===== config.mk =====
export PLATFORM = sky130hd
export DESIGN_NAME = spi_alu_slave_flat
export DESIGN_NICKNAME = d
export VERILOG_FILES = /design/src/rtl/spi_alu_pkg.sv /design/src/rtl/spi_alu_slave_if.sv /design/src/rtl/spi_sync_edge.sv /design/src/rtl/spi_alu_slave.sv /design/src/flat_wrapper.sv
export SDC_FILE = /design/constraint.sdc
export NUM_CORES = 1
export LEC_CHECK = 0
export CAP_MARGIN = 20
export CORE_MARGIN = 10
export CORE_UTILIZATION = 35
export CTS_BUF_LIST = sky130_fd_sc_hd__clkbuf_2
export DETAILED_ROUTE_END_ITERATION = 10
export DONT_BUFFER_PORTS = 1
export GPL_TIMING_DRIVEN = 0
export HOLD_SLACK_MARGIN = 0.15
export PLACE_DENSITY = 0.58
export SETUP_SLACK_MARGIN = 0.02
export SLEW_MARGIN = 30
export SYNTH_ARGS = -nofsm -noshare
export SYNTH_HDL_FRONTEND = slang
export SYNTH_HIERARCHICAL = 1
export SYNTH_SLANG_ARGS = --single-unit

===== constraint.sdc =====
create_clock -name clk -period 2.78 [get_ports clk]
set_clock_uncertainty 0.2 [all_clocks]
set_input_delay 0.417 -clock clk [delete_from_list [all_inputs] [get_ports clk]]
set_output_delay 0.417 -clock clk [all_outputs]
set_load 0.02 [all_outputs]

===== src/rtl/spi_alu_pkg.sv =====
// Shared types, widths and the ALU function for the ALU-over-SPI responder.
package spi_alu_pkg;

  typedef enum logic [1:0] {
    ADD = 2'd0,
    SUB = 2'd1,
    AND = 2'd2,
    OR  = 2'd3
  } opcode_e;

  localparam int CMD_BITS = 8;
  localparam int RES_BITS = 4;

  // 3-bit unsigned operands, 4-bit result; SUB wraps modulo 16.
  function automatic logic [RES_BITS-1:0] alu_calc(input opcode_e op,
                                                   input logic [2:0] a,
                                                   input logic [2:0] b);
    logic [RES_BITS-1:0] r;
    case (op)
      ADD:     r = {1'b0, a} + {1'b0, b};
      SUB:     r = {1'b0, a} - {1'b0, b};
      AND:     r = {1'b0, a & b};
      OR:      r = {1'b0, a | b};
      default: r = 4'd0;
    endcase
    return r;
  endfunction

endpackage


===== src/rtl/spi_alu_slave_if.sv =====
// SPI pin bundle between an SPI master and the ALU responder.
interface spi_alu_slave_if;
  logic sclk;
  logic cs;
  logic mosi;
  logic miso;

  modport master (output sclk, output cs, output mosi, input miso);
  modport slave  (input sclk, input cs, input mosi, output miso);
endinterface


===== src/rtl/spi_sync_edge.sv =====
// Multi-stage synchronizer for an asynchronous pin, with optional
// one-clk rise/fall pulses taken from the synchronized level.
module spi_sync_edge #(
  parameter int STAGES = 2,
  parameter bit EDGES  = 1'b1
) (
  input  logic clk,
  input  logic rst_n,
  input  logic din,
  output logic level,
  output logic rise,
  output logic fall
);

  logic [STAGES-1:0] sync_q;
  logic [STAGES-1:0] sync_d;

  // Shift the raw pin into the synchronizer chain.
  always_comb begin
    sync_d = {sync_q[STAGES-2:0], din};
  end

  // Synchronizer flops; reset low so a pin already low at release gives no edge.
  always_ff @(posedge clk or negedge rst_n) begin
    if (!rst_n) begin
      sync_q <= '0;
    end else begin
      sync_q <= sync_d;
    end
  end

  assign level = sync_q[STAGES-1];

  generate
    if (EDGES) begin : g_edge
      logic prev_q;
      logic prev_d;

      // Previous synchronized level for edge comparison.
      always_comb begin
        prev_d = sync_q[STAGES-1];
      end

      // Delay flop for the edge detector.
      always_ff @(posedge clk or negedge rst_n) begin
        if (!rst_n) begin
          prev_q <= 1'b0;
        end else begin
          prev_q <= prev_d;
        end
      end

      assign rise = sync_q[STAGES-1] & ~prev_q;
      assign fall = ~sync_q[STAGES-1] & prev_q;
    end else begin : g_level_only
      assign rise = 1'b0;
      assign fall = 1'b0;
    end
  endgenerate

endmodule


===== src/rtl/spi_alu_slave.sv =====
// SPI responder: receives {op, a, b} LSB first, computes a 4-bit result and
// shifts it back on miso after one turnaround sclk edge.
// Optional feature macro: SPI_ALU_ERRCNT_EN adds the saturating err_cnt output.
module spi_alu_slave
  import spi_alu_pkg::*;
#(
  parameter int SYNC_STAGES = 2
) (
  input  logic                clk,
  input  logic                rst_n,
  spi_alu_slave_if.slave      spi,
  output logic                result_valid,
  output logic [1:0]          op_q,
  output logic [2:0]          a_q,
  output logic [2:0]          b_q,
  output logic [RES_BITS-1:0] result_q,
  output logic                frame_err
`ifdef SPI_ALU_ERRCNT_EN
  ,
  output logic [7:0]          err_cnt
`endif
);

  localparam logic [2:0] S_IDLE = 3'd0;
  localparam logic [2:0] S_RX   = 3'd1;
  localparam logic [2:0] S_CALC = 3'd2;
  localparam logic [2:0] S_TURN = 3'd3;
  localparam logic [2:0] S_TX   = 3'd4;
  localparam logic [2:0] S_DONE = 3'd5;

  logic sclk_rise_s, sclk_fall_s, cs_rise_s, cs_fall_s, mosi_s;
  logic sclk_lvl_unused_s, cs_lvl_unused_s, mosi_rise_unused_s, mosi_fall_unused_s;

  spi_sync_edge #(.STAGES(SYNC_STAGES), .EDGES(1'b1)) u_sync_sclk (
    .clk(clk), .rst_n(rst_n), .din(spi.sclk),
    .level(sclk_lvl_unused_s), .rise(sclk_rise_s), .fall(sclk_fall_s)
  );

  spi_sync_edge #(.STAGES(SYNC_STAGES), .EDGES(1'b1)) u_sync_cs (
    .clk(clk), .rst_n(rst_n), .din(spi.cs),
    .level(cs_lvl_unused_s), .rise(cs_rise_s), .fall(cs_fall_s)
  );

  spi_sync_edge #(.STAGES(SYNC_STAGES), .EDGES(1'b0)) u_sync_mosi (
    .clk(clk), .rst_n(rst_n), .din(spi.mosi),
    .level(mosi_s), .rise(mosi_rise_unused_s), .fall(mosi_fall_unused_s)
  );

  logic [2:0]          state_q, state_d;
  logic [2:0]          cnt_q, cnt_d;
  logic [CMD_BITS-1:0] shreg_q, shreg_d;
  logic                miso_q, miso_d;
  logic                result_valid_q, result_valid_d;
  logic                frame_err_q, frame_err_d;
  logic [1:0]          op_d;
  logic [2:0]          a_d, b_d;
  logic [RES_BITS-1:0] result_d;

  // Frame FSM: shift in command, compute, shift out result, handle aborts.
  always_comb begin
    state_d        = state_q;
    cnt_d          = cnt_q;
    shreg_d        = shreg_q;
    miso_d         = miso_q;
    result_valid_d = 1'b0;
    frame_err_d    = 1'b0;
    op_d           = op_q;
    a_d            = a_q;
    b_d            = b_q;
    result_d       = result_q;
    case (state_q)
      S_IDLE: begin
        cnt_d  = 3'd0;
        miso_d = 1'b0;
        if (cs_fall_s) begin
          state_d = S_RX;
        end else begin
          state_d = S_IDLE;
        end
      end
      S_RX: begin
        if (cs_rise_s) begin
          state_d     = S_IDLE;
          miso_d      = 1'b0;
          frame_err_d = 1'b1;
        end else if (sclk_fall_s) begin
          shreg_d[cnt_q] = mosi_s;
          cnt_d          = cnt_q + 3'd1;
          if (cnt_q == 3'(CMD_BITS - 1)) begin
            state_d = S_CALC;
          end else begin
            state_d = S_RX;
          end
        end else begin
          state_d = S_RX;
        end
      end
      S_CALC: begin
        // result_valid has not fired yet, so an abort here is still an error.
        if (cs_rise_s) begin
          state_d     = S_IDLE;
          miso_d      = 1'b0;
          frame_err_d = 1'b1;
        end else begin
          op_d           = shreg_q[7:6];
          a_d            = shreg_q[5:3];
          b_d            = shreg_q[2:0];
          result_d       = alu_calc(opcode_e'(shreg_q[7:6]), shreg_q[5:3], shreg_q[2:0]);
          result_valid_d = 1'b1;
          state_d        = S_TURN;
        end
      end
      S_TURN: begin
        if (cs_rise_s) begin
          state_d = S_IDLE;
          miso_d  = 1'b0;
        end else if (sclk_rise_s) begin
          miso_d  = result_q[0];
          cnt_d   = 3'd1;
          state_d = S_TX;
        end else begin
          state_d = S_TURN;
        end
      end
      S_TX: begin
        if (cs_rise_s) begin
          state_d = S_IDLE;
          miso_d  = 1'b0;
        end else if (sclk_rise_s) begin
          miso_d = result_q[cnt_q[1:0]];
          cnt_d  = cnt_q + 3'd1;
          if (cnt_q == 3'(RES_BITS - 1)) begin
            state_d = S_DONE;
          end else begin
            state_d = S_TX;
          end
        end else begin
          state_d = S_TX;
        end
      end
      S_DONE: begin
        if (cs_rise_s) begin
          state_d = S_IDLE;
          miso_d  = 1'b0;
        end else begin
          state_d = S_DONE;
        end
      end
      default: begin
        state_d = S_IDLE;
        miso_d  = 1'b0;
        cnt_d   = 3'd0;
      end
    endcase
  end

  // State, datapath and registered outputs.
  always_ff @(posedge clk or negedge rst_n) begin
    if (!rst_n) begin
      state_q        <= S_IDLE;
      cnt_q          <= 3'd0;
      shreg_q        <= '0;
      miso_q         <= 1'b0;
      result_valid_q <= 1'b0;
      frame_err_q    <= 1'b0;
      op_q           <= 2'd0;
      a_q            <= 3'd0;
      b_q            <= 3'd0;
      result_q       <= '0;
    end else begin
      state_q        <= state_d;
      cnt_q          <= cnt_d;
      shreg_q        <= shreg_d;
      miso_q         <= miso_d;
      result_valid_q <= result_valid_d;
      frame_err_q    <= frame_err_d;
      op_q           <= op_d;
      a_q            <= a_d;
      b_q            <= b_d;
      result_q       <= result_d;
    end
  end

  assign spi.miso     = miso_q;
  assign result_valid = result_valid_q;
  assign frame_err    = frame_err_q;

`ifdef SPI_ALU_ERRCNT_EN
  logic [7:0] err_cnt_q, err_cnt_d;

  // Count frame errors, saturating at 255.
  always_comb begin
    if (frame_err_q && (err_cnt_q != 8'd255)) begin
      err_cnt_d = err_cnt_q + 8'd1;
    end else begin
      err_cnt_d = err_cnt_q;
    end
  end

  // Error counter register.
  always_ff @(posedge clk or negedge rst_n) begin
    if (!rst_n) begin
      err_cnt_q <= 8'd0;
    end else begin
      err_cnt_q <= err_cnt_d;
    end
  end

  assign err_cnt = err_cnt_q;
`endif

endmodule

===== src/flat_wrapper.sv =====
// flat-port wrapper written by rule: the top's interface ports become plain ports
module spi_alu_slave_flat import spi_alu_pkg::*;
#(
  parameter int SYNC_STAGES = 2
)
  (clk, rst_n, result_valid, op_q, a_q, b_q, result_q, frame_err, spi_sclk, spi_cs, spi_mosi, spi_miso);
  spi_alu_slave_if spi_i ();
  input  logic clk;
  input  logic rst_n;
  output logic result_valid;
  output logic [1:0] op_q;
  output logic [2:0] a_q;
  output logic [2:0] b_q;
  output logic [RES_BITS-1:0] result_q;
  output logic frame_err;
  input wire logic [$bits(spi_i.sclk)-1:0] spi_sclk;
  input wire logic [$bits(spi_i.cs)-1:0] spi_cs;
  input wire logic [$bits(spi_i.mosi)-1:0] spi_mosi;
  output wire logic [$bits(spi_i.miso)-1:0] spi_miso;
  assign spi_i.sclk = spi_sclk;
  assign spi_i.cs = spi_cs;
  assign spi_i.mosi = spi_mosi;
  assign spi_miso = spi_i.miso;
  spi_alu_slave #(.SYNC_STAGES(SYNC_STAGES)) u_core (.clk(clk), .rst_n(rst_n), .spi(spi_i), .result_valid(result_valid), .op_q(op_q), .a_q(a_q), .b_q(b_q), .result_q(result_q), .frame_err(frame_err));
endmodule

==> results.toml, run 1 <==
[global_routing]
grt_pass1_vias = 1353
grt_usage_pct = 9.38
grt_max_degree = 38
antenna_found_initial = 0
gr-total-overflow = 0
grt_pass1_wl_um = 6600

[worst_setup_path]
critPathKind = "reg -> reg"
crit_path_top_delay_cell = "dfrtp_1"
r2r-end = "u_core/result_q[3]$_DFFE_PN0N_"
critPathMaxFanout = 6
crit_path_end_kind = "flop"
rr_worst_depth = 9
critPathRequiredTime_ps = 2900
critPathBufInv = 1
r2r-start = "u_core/shreg_q[0]$_DFFE_PN0P_"
cp_cell_sequence = "inv_1 > ha_1 > a21oi_1 > xnor2_1 > ha_1 > nor2b_1 > a221oi_1 > xnor2_1 > o22ai_1"
r2r_setup_slack_ps = 370
worstPathArrival_ps = 2530
critPathLaunchType = "flop"
crit_family = "compound AO/OA/AOI/OAI gates"
cp_slowest_stage_delay_ps = 490

[pwr]
internal_power_w = 0.000797
peakVddDrop_v = 0.000185
power.share.clock_pct = 20.6
power_frac_seq_pct = 51.1
switchingPower_w = 0.000412
p_leak_nw = 0.943
cellPowerDensity_nw_per_um2 = 574
p_comb_share_pct = 28.3
swShare_pct = 34.1

[detailed_routing]
via_per_inst = 5.03
routed_wl_um = 3740
vias = 1272
drt_iter0_markers = 70
ant_nets = 0
firstDrtPassIters = 4
drc = 0
wl_per_cell_um = 14.8

[timing]
finalWorstSetupSlack_ps = 369
slew_headroom_pct = 52.9
finalSetupViolCount = 0
period_share_pct = 86.7
rsz0062_at_grt = "no"
timing.fmax_ghz = 0.415
worst_pin_slew_ps = 703
min_period_ps = 2410
whs_ps = 175
drv_slew = 0
hold_viol = 0
tns_ps = 0

[hold_path]
holdPathEnd = "u_core/u_sync_mosi/sync_q[1]$_DFF_PN0_"
hold_start = "u_core/u_sync_mosi/sync_q[0]$_DFF_PN0_"
hp-class = "reg -> reg"
hold_depth = 0

[clocking]
hold_buffers = 5
numClockSinks = 37
clk_latency_ps = 400
cts_tree = "yes"
cts_buffers = 5
ctsResizeCount = 0
cts-root-buf = "clkbuf_2"
post-cts-setup-buffers = 0
path_clk_slew_ps = 210
cts_max_level = 2
cts_buffer_depth = 2

[yosys]
netlist_area_um2 = 1920
ys_warn_count = 6
synth_fp_nets = 185
synth.avg_cell_area_um2 = 11.3
syn_inst = 170

[run]
max_cap_viol_count = 0

[place]
dpl_cell_area_um2 = 2000
detailed_place_hpwl_um = 2700
io_buffers = 0
pre_cts_slack_ps = 392
gp_congestion = 0.813
dp.cells = 240

[floorplanning]
die_h_um = 94.0
core_area_um2 = 5200
start_util_pct = 36.8
die_x_um = 94.0
ioPinCount = 20
die_area_um2 = 8830
rows = 26

[finish]
syn_to_final_growth_pct = 9.93
antennaDiodeCount = 0
finalNonFillerCells = 253
nets = 197
final_area_um2 = 2110
drive_gt1_share_pct = 19.1

[run_status]
status = "finished clean"
[sequential cells by signal, summed over array words and instances, names as in the netlist]
register	cells
u_core/u_sync_mosi/sync_q	2
u_core/a_q	3
u_core/u_sync_sclk/sync_q	2
u_core/op_q	2
u_core/frame_err	1
u_core/shreg_q	8
u_core/result_q	4
u_core/state_q	3
u_core/b_q	3
u_core/spi.miso	1
u_core/u_sync_sclk/g_edge.prev_q	1
u_core/u_sync_cs/sync_q	2
u_core/cnt_q	3
u_core/u_sync_cs/g_edge.prev_q	1
u_core/result_valid	1
[cells in the final DEF (no fill, tap or decap), drive strengths merged, types with 3 or more instances in the layout]
cell	count
dlygate4sd3	4
inv	10
and2b	3
nor3b	4
nor3	6
buf	6
nand2	10
o21ai	8
a21oi	5
dfrtp	37
clkbuf	8
nor2b	6
mux2	19
nand3	6
xnor2	5
nor2	9
ha	9
[how the worst max path moves through the flow]
stage,start,end,depth (start not counted)
final,u_core/shreg_q[0]$_DFFE_PN0P_,u_core/result_q[3]$_DFFE_PN0N_,9
after global routing,u_core/shreg_q[1]$_DFFE_PN0P_,u_core/result_q[3]$_DFFE_PN0N_,9
after CTS,u_core/shreg_q[0]$_DFFE_PN0P_,u_core/result_q[3]$_DFFE_PN0N_,9
after detailed placement,u_core/shreg_q[0]$_DFFE_PN0P_,u_core/result_q[3]$_DFFE_PN0N_,9
after global placement,u_core/shreg_q[0]$_DFFE_PN0P_,u_core/result_q[3]$_DFFE_PN0N_,9
after floorplan,u_core/shreg_q[0]$_DFFE_PN0P_,u_core/result_q[3]$_DFFE_PN0N_,9
[routing by layer]
layer / vias up / global-route usage (%) / part of all wire (%)
met1: 613 / 11.1 / 44
met5: - / 0 / 0
met3: 6 / 4.00 / 7.5
li1: 620 / - / -
met4: 0 / 3.67 / 1.6
met2: 33 / 14.6 / 47
[power by group through the flow]
stage / Sequential (W) / Clock, W / Combinational, W
finish: 0.000619 / 0.000249 / 0.000342
global route: 0.000626 / 0.000291 / 0.000388
CTS: 0.000619 / 0.000262 / 0.000343
detailed placement: 0.000629 / 0 / 0.000319
global placement: 0.000628 / 0 / 0.000307
floorplan: 0.000615 / 0 / 0.000267
[stage by stage]
| stage | utilization [%] | power (W) |
|---|---|---|
| after floorplan | - | 0.000883 |
| after global placement | 38.5 | 0.000936 |
| after detailed placement | 38.5 | 0.000948 |
| after CTS | 40.5 | 0.00122 |
| after global routing | 40.5 | 0.00130 |
| final | 40.5 | 0.00121 |
[final cells by class]
type	instances	area (um2)
well taps	70	87.6
multi-input cells	115	901
flip-flops and latches	37	926
plain buffers	8	51.3
clock buffers	5	25.0
clock inverters	3	17.5
repair buffers	5	60.1
fillers	513	3100
inverters	10	37.5
Power figures use the tool's default switching activity.
==> inputs of run 2 (changes only) <==
--- a/config.mk
+++ b/config.mk
@@ -6,7 +6,7 @@
 export NUM_CORES = 1
 export LEC_CHECK = 0
 export CAP_MARGIN = 20
-export CORE_MARGIN = 10
+export CORE_MARGIN = 1.5
 export CORE_UTILIZATION = 35
 export CTS_BUF_LIST = sky130_fd_sc_hd__clkbuf_2
 export DETAILED_ROUTE_END_ITERATION = 10
==> results.toml, run 2 (synthesized netlist as in run 1, its figures left out) <==
[pwr]
internal_power_w = 0.000893
switchingPower_w = 0.000421
power_frac_seq_pct = 47.1
p_leak_nw = 0.954
peakVddDrop_v = 0.000235
p_comb_share_pct = 26.4
swShare_pct = 32.0
cellPowerDensity_nw_per_um2 = 615
power.share.clock_pct = 26.5

[clocking]
cts-root-buf = "clkbuf_2"
cts_max_level = 2
cts_tree = "yes"
clk_latency_ps = 400
numClockSinks = 37
ctsResizeCount = 0
cts_buffers = 5
cts_buffer_depth = 2
path_clk_slew_ps = 210

[run_status]
status = "finished clean"

[global_routing]
gr-total-overflow = 0
antenna_found_initial = 0
grt_usage_pct = 13.2
grt_pass1_vias = 1280
grt_max_degree = 38
use_met3_pct = 4.05
busiest_layer = "met2"
grtUsageMet2_pct = 20.8
use_met1_pct = 17.2
grt_pass1_wl_um = 6180

[worst_setup_path]
critPathKind = "reg -> reg"
critPathRequiredTime_ps = 2900
critPathMaxFanout = 6
critPathLaunchType = "flop"
crit_path_end_kind = "flop"
worstPathArrival_ps = 2560

[timing]
worst_pin_slew_ps = 667
slew_headroom_pct = 55.4
drv_slew = 0
period_share_pct = 87.9
tns_ps = 0
timing.fmax_ghz = 0.409
whs_ps = 173
rsz0062_at_grt = "no"
finalSetupViolCount = 0
min_period_ps = 2440
hold_viol = 0
finalWorstSetupSlack_ps = 337

[floorplanning]
die_area_um2 = 5930
die_h_um = 77.0
die_x_um = 77.0
start_util_pct = 36.8
ioPinCount = 20
rows = 26
core_area_um2 = 5200

[finish]
largest_registers = "u_core/shreg_q (8), u_core/result_q (4)"
multi_input_area_um2 = 901
mostFrequentLayoutCells = "37 x dfrtp_1, 16 x mux2_2, 10 x inv_1, 10 x nand2_1"
fillers = 512
drive_gt1_share_pct = 19.1
syn_to_final_growth_pct = 11.4
antennaDiodeCount = 0
regArea_um2 = 926
regMostFlops = "u_core/shreg_q"
nets = 197
largest_register_ffs = 8
layout_commonest_cell = "dfrtp_1"

[place]
detailed_place_hpwl_um = 2590
io_buffers = 0
pre_cts_slack_ps = 383
gp_congestion = 0.829

[detailed_routing]
drc = 0
wl_per_cell_um = 14.4
firstDrtPassIters = 4
ant_nets = 0
routed_wl_um = 3640
via_per_inst = 5.02
drt_iter0_markers = 133
vias = 1270

[run]
max_cap_viol_count = 0

[hold_path]
hp-class = "reg -> reg"
run 2: layout make-up:
cell class,count,area share [%]
plain buffers,8,2.40
clock buffers,5,1.17
clock inverters,3,2.17
inverters,10,1.76
multi-input cells,115,42.2
flip-flops and latches,37,43.4
well taps,70,4.10
repair buffers,5,2.81
run 2: path summary, 6_finish.rpt:
| path | slack (ps) | cells after the start | to | start |
|---|---|---|---|---|
| hold / removal | 170 | 0 | u_core/u_sync_cs/sync_q[1]$_DFF_PN0_ | u_core/u_sync_cs/sync_q[0]$_DFF_PN0_ |
| min in group asynchronous | 230 | 2 | u_core/state_q[2]$_DFF_PN0_ | rst_n |
| max in group asynchronous | 1960 | 2 | u_core/cnt_q[2]$_DFFE_PN0P_ | rst_n |
| setup / recovery | 340 | 9 | u_core/result_q[3]$_DFFE_PN0N_ | u_core/shreg_q[0]$_DFFE_PN0P_ |
| hold reg to reg | 170 | 0 | u_core/u_sync_cs/sync_q[1]$_DFF_PN0_ | u_core/u_sync_cs/sync_q[0]$_DFF_PN0_ |
| setup reg to reg | 340 | 9 | u_core/result_q[3]$_DFFE_PN0N_ | u_core/shreg_q[0]$_DFFE_PN0P_ |
run 2: power by group through the flow:
stage,logic (W),clock network (W),registers [W]
2_1_floorplan,0.000267,0,0.000615
3_3_place_gp,0.000309,0,0.000627
3_5_place_dp,0.000328,0,0.000628
4_1_cts,0.000350,0.000362,0.000618
5_1_grt,0.000398,0.000382,0.000625
6_report,0.000347,0.000348,0.000619
run 2: routing by layer:
metal | routed length (um) | part of all wire, % | vias up
li1 | - | - | 623
met1 | 1740 | 48 | 617
met2 | 1680 | 46 | 24
met3 | 160 | 4.4 | 6
met4 | 54 | 1.5 | 0
met5 | 0 | 0 | -
run 2: through the flow:
step / utilization (%) / power [W] / cells / instance area (um2)
global route: 41.0 / 0.00141 / 253 / 2130
finish: 41.0 / 0.00131 / 253 / 2130
global placement: 38.5 / 0.000937 / 240 / 2000
floorplan: - / 0.000883 / 170 / 1920
CTS: 41.0 / 0.00133 / 253 / 2130
detailed placement: 38.5 / 0.000956 / 240 / 2000
run 2: what timing repair did:
item,4_1_cts,5_1_grt
hold buffers,5,0
setup buffers,0,0
endpoints found under the hold margin,40,0
run 2: critical path, stage by stage (launching register included):
cell and delay, ps:
dfrtp_1 500, inv_1 110, ha_1 210, a21oi_1 160
xnor2_1 140, ha_1 280, nor2b_1 150, a221oi_1 330
xnor2_1 170, o22ai_1 100
